File: src/rtl/tam_toplayici.sv
// rtl/tam_toplayici.sv - full adder with a bit-serial LSB-first adder engine
// Optional carry statistics counter: define TAM_TOPLAYICI_CARRY_STATS_EN.
module tam_toplayici #(
    parameter int SER_LEN = 8
) (
    input  logic               clk,
    input  logic               rst_n,
    input  logic               A,
    input  logic               B,
    input  logic               Cin,
    output logic               S,
    output logic               Cout,
    input  logic               ser_en,
    input  logic               ser_start,
    output logic [SER_LEN-1:0] ser_word,
    output logic               ser_cout,
    output logic               ser_done,
    output logic               ser_busy,
    output logic [7:0]         carry_cnt
);

    localparam int CW = $clog2(SER_LEN + 1);
    localparam logic [CW-1:0] LAST_CNT = CW'(SER_LEN - 1);

    if (SER_LEN < 2 || SER_LEN > 32) begin : g_bad_len
        $error("tam_toplayici: SER_LEN must be in 2..32");
    end

    assign S    = A ^ B ^ Cin;
    assign Cout = (A & B) | (A & Cin) | (B & Cin);

    logic [SER_LEN-1:0] word_q, word_d;
    logic               carry_q, carry_d;
    logic               cout_q, cout_d;
    logic               done_q, done_d;
    logic               busy_q, busy_d;
    logic [CW-1:0]      cnt_q, cnt_d;

    logic carry_in;
    logic sum_bit;
    logic carry_out;
    logic consume;

    always_comb begin
        carry_in  = ser_start ? Cin : carry_q;
        sum_bit   = A ^ B ^ carry_in;
        carry_out = (A & B) | (A & carry_in) | (B & carry_in);
        // A non-start bit outside a word is dropped entirely.
        consume   = ser_en && (ser_start || busy_q);

        word_d  = word_q;
        carry_d = carry_q;
        cout_d  = cout_q;
        done_d  = 1'b0;
        busy_d  = busy_q;
        cnt_d   = cnt_q;

        if (consume) begin
            word_d  = {sum_bit, word_q[SER_LEN-1:1]};
            carry_d = carry_out;
            if (ser_start) begin
                cnt_d  = CW'(1);
                busy_d = 1'b1;
            end else if (cnt_q == LAST_CNT) begin
                cnt_d  = '0;
                busy_d = 1'b0;
                done_d = 1'b1;
                cout_d = carry_out;
            end else begin
                cnt_d  = cnt_q + CW'(1);
            end
        end
    end

    always_ff @(posedge clk) begin
        if (!rst_n) begin
            word_q  <= '0;
            carry_q <= 1'b0;
            cout_q  <= 1'b0;
            done_q  <= 1'b0;
            busy_q  <= 1'b0;
            cnt_q   <= '0;
        end else begin
            word_q  <= word_d;
            carry_q <= carry_d;
            cout_q  <= cout_d;
            done_q  <= done_d;
            busy_q  <= busy_d;
            cnt_q   <= cnt_d;
        end
    end

    assign ser_word = word_q;
    assign ser_cout = cout_q;
    assign ser_done = done_q;
    assign ser_busy = busy_q;

`ifdef TAM_TOPLAYICI_CARRY_STATS_EN
    logic [7:0] stat_q, stat_d;

    always_comb begin
        stat_d = stat_q;
        if (Cout && stat_q != 8'hFF) begin
            stat_d = stat_q + 8'd1;
        end
    end

    always_ff @(posedge clk) begin
        if (!rst_n) begin
            stat_q <= '0;
        end else begin
            stat_q <= stat_d;
        end
    end

    assign carry_cnt = stat_q;
`else
    assign carry_cnt = 8'd0;
`endif

endmodule

File: config.mk
export PLATFORM = sky130hd
export DESIGN_NAME = tam_toplayici
export DESIGN_NICKNAME = d
export VERILOG_FILES = /design/src/rtl/tam_toplayici.sv
export SDC_FILE = /design/constraint.sdc
export NUM_CORES = 1
export LEC_CHECK = 0
export ABC_AREA = 1
export CORE_ASPECT_RATIO = 0.8
export CORE_MARGIN = 5
export CORE_UTILIZATION = 43
export DETAILED_ROUTE_END_ITERATION = 7
export PLACE_DENSITY = 0.77
export SYNTH_ARGS = -nofsm -noshare
export SYNTH_HDL_FRONTEND = slang
export SYNTH_SLANG_ARGS = --single-unit
File: constraint.sdc
create_clock -name clk -period 1.4 [get_ports clk]
set_input_delay 0.28 -clock clk [delete_from_list [all_inputs] [get_ports clk]]
set_output_delay 0.28 -clock clk [all_outputs]
set_load 0.02 [all_outputs]
==> parameters.txt <==
Parameter                              Value

Logic synthesis
  Gate Count Post-Synth ... 99
  Synth top area cells ... sky130_fd_sc_hd__dfxtp_1 40%, sky130_fd_sc_hd__buf_4 7.5%, sky130_fd_sc_hd__nand2_1 7.5%
  Cell Area, Synth ... 806 um^2
  Count of cell types in the netlist ... 20
  Async set or reset register ratio after synthesis ... 0
  List of most frequent post-synthesis cells ... 16 x sky130_fd_sc_hd__dfxtp_1, 16 x sky130_fd_sc_hd__nand2_1, 11 x sky130_fd_sc_hd__nor2_1
  Count of yosys warnings during synthesis ... 0
  Sequential area share after synthesis ... 0.398
  Number of flops mapped to enable cells by yosys ... 0
  FF+latch count, synth ... 16
  Most used DFF post-synth ... sky130_fd_sc_hd__dfxtp_1
  Largest area contributor in the synthesized netlist ... sky130_fd_sc_hd__dfxtp_1
  Mean instance size in the synthesized netlist ... 8.14 um^2
  Top cell type's share of synthesized area ... 0.398

Timing
  Max-slew violations ... 0
  Number of endpoints failing setup at the final stage ... 0
  Fraction of the cycle the final worst path needs ... 0.982
  Number of hold violations in the final report ... 0
  Min Tclk post-route ... 1.37 ns
  Max Clock Freq ... 727 MHz
  Final setup skew ... 0.00112 ns
  Setup TNS ... 0 ns
  Setup repair after global routing missed its margin ... no

Placed design
  Placed instance count ... 145
  Count of port buffers added during placement ... 19
  Placer's final routability congestion estimate ... 0.719
  Half-perimeter wire length of the detailed placement result ... 1.23 mm

Worst setup path
  Required @ worst endpoint ... 1.12 ns
  Startpoint type of the worst setup path ... primary input
  Crit Path Category ... in -> out
  Slowest stage cell on the critical path ... sky130_fd_sc_hd__fa_1
  Arrival @ worst endpoint ... 1.09 ns
  Cell chain of the critical path ... clkdlybuf4s15_1, fa_1, buf_6
  Buffers and inverters on the worst path ... 2
  Crit path max-delay family ... adder cells
  Critical path endpoint category ... output port
  Biggest cell delay along the critical path ... 0.51 ns
  Largest fanout on the critical path ... 2

Route
  Routed wire length ... 1.56 mm
  Via density ... 4.53
  Routed len/inst ... 10.5 um
  DR pass1 iterations ... 3
  Number of antenna-violating nets in the routed design ... 0
  Detailed-route via count ... 670
  DRC marker count from the first detailed-route iteration ... 9
  Post-route DRC ... 0

Clocking
  Hold buffer count at cts ... 0
  Clock slew at the register clock pins of the worst setup and hold paths ... 0.08 ns
  CTS tree ... built
  Worst skew pair latency ... 0.28 ns
  Total number of H-tree levels ... 1
  Total number of clock tree sinks ... 16
  CTS max path bufs ... 2
  Number of buffers created by CTS ... 3
  Root Buffer ... sky130_fd_sc_hd__clkbuf_4

Global routing
  Congestion Overflow GR ... 0
  Number of antenna violations at the first check in global routing ... 0
  Overall Global Routing Usage ... 0.117
  Vias in the first global route ... 651
  Global-route wire length before repair ... 2.64 mm
  Maximum number of pins on one net before global-route repair ... 13

Finish
  Share of final-layout standard cells stronger than drive strength 1 ... 0.250
  Number of nets in the layout ... 136
  Final antenna diode count ... 0
  P&R area growth vs syn ... 25.9%
  Final cell count without fillers ... 148

Status
  Outcome ... finished, final reports clean

Floorplanning
  Initial Util ... 0.438
  I/O pin count ... 28
  Horizontal die dimension ... 58.4 um
  Height of the die ... 48.7 um
  Cell row count ... 14
  Standard cell core area ... 1840 um^2
  Die outline area ... 2850 um^2

Worst hold path
  Type of the worst min-delay path ... in -> reg

Run
  Max cap viols ... 0

Power and ir drop
  Static power due to leakage ... 0.498 nW
  Highest ir drop seen on vdd ... 615 uV
  Power per Cell Area ... 927 nW/um^2
-- registers in the layout, indices dropped and copies added, names as in the netlist --
| name | count |
|---|---|
| ser_done | 1 |
| carry_q | 1 |
| ser_busy | 1 |
| ser_word | 8 |
| ser_cout | 1 |
| cnt_q | 4 |
-- stage by stage --
step / setup slack [ns] / hold slack [ns] / total power [W] / utilization / area (um^2)
2_1_floorplan: 0.199 / 0.416 / 0.000665 / - / 832
5_1_grt: 0.0000753 / 0.329 / 0.00101 / 0.552 / 1010
3_5_place_dp: -0.762 / 0.462 / 0.000741 / 0.553 / 1020
4_1_cts: -0.103 / 0.473 / 0.000953 / 0.554 / 1020
3_3_place_gp: -0.752 / 0.473 / 0.000736 / 0.553 / 1020
6_report: 0.0253 / 0.312 / 0.000941 / 0.552 / 1010
-- repair_timing --
item / CTS / global route
gates resized for setup: 24 / 6
buffers inserted: 0 / 0
pin swaps: 0 / 2
setup endpoints to repair: 13 / 3
hold endpoints to repair: 0 / 0
-- worst paths after layout --
check / startpoint / endpoint / slack [ns] / depth (start not counted)
max: A / S / 0.03 / 3
min: ser_start / ser_busy / 0.31 / 3
max reg2reg: carry_q / ser_word[7] / 0.21 / 5
min reg2reg: ser_cout / ser_cout / 0.47 / 2
-- power breakdown --
group	internal, W	leakage (nW)	switching (W)
logic	0.0000841	0.353	0.000128
registers	0.000479	0.131	0.0000197
clock network	0.0000997	0.0138	0.000130
-- worst register-to-register path: stages, from the launching register on --
cell and delay [ns]:
sky130_fd_sc_hd__dfxtp_1 0.32, sky130_fd_sc_hd__nand2_1 0.06, sky130_fd_sc_hd__nand2_1 0.06, sky130_fd_sc_hd__fa_1 0.50
sky130_fd_sc_hd__nor2_4 0.11, sky130_fd_sc_hd__nor2_1 0.04
-- area by class of cell --
type / instances / area (um^2)
inverter: 7 / 26.3
clock buffer: 3 / 22.5
fill: 194 / 825
tap: 24 / 30.0
sequential: 16 / 320
multi-input combinational: 72 / 398
timing repair buffer: 26 / 218
-- logic make-up (layout without fill, tap and decap cells) --
group	Yosys count	after routing	share of synthesized area
DFF	16	16	0.398
and+or+nand+nor	45	45	0.278
buffers and inverters	18	36	0.141
AOI/OAI and AO/OA	16	16	0.113
adders and majority gates	3	3	0.0652
other	1	8	0.00465
-- layer usage --
layer	GRT usage	share of wire	vias to the layer above	wire [um]
met3	0.0266	0.074	2	116
met5	0	0	-	0
li1	-	-	349	-
met2	0.193	0.46	22	720
met1	0.144	0.45	297	708
met4	0.0463	0.010	0	16
-- cells in the final DEF (no fill, tap or decap), types with 2 or more instances in the layout --
| cell type | n |
|---|---|
| sky130_fd_sc_hd__nor2_1 | 11 |
| sky130_fd_sc_hd__a21oi_1 | 4 |
| sky130_fd_sc_hd__nand2_2 | 2 |
| sky130_fd_sc_hd__o21ai_0 | 10 |
| sky130_fd_sc_hd__nand2_1 | 16 |
| sky130_fd_sc_hd__clkdlybuf4s50_1 | 2 |
| sky130_fd_sc_hd__inv_2 | 3 |
| sky130_fd_sc_hd__inv_1 | 4 |
| sky130_fd_sc_hd__dfxtp_1 | 16 |
| sky130_fd_sc_hd__clkbuf_2 | 2 |
| sky130_fd_sc_hd__buf_4 | 7 |
| sky130_fd_sc_hd__nor2_4 | 3 |
| sky130_fd_sc_hd__fa_1 | 2 |
| sky130_fd_sc_hd__nand3_1 | 4 |
| sky130_fd_sc_hd__conb_1 | 8 |
| sky130_fd_sc_hd__nor2_2 | 8 |
| sky130_fd_sc_hd__clkbuf_4 | 3 |
| sky130_fd_sc_hd__dlygate4sd2_1 | 11 |
(Power assumes the default switching activity.)
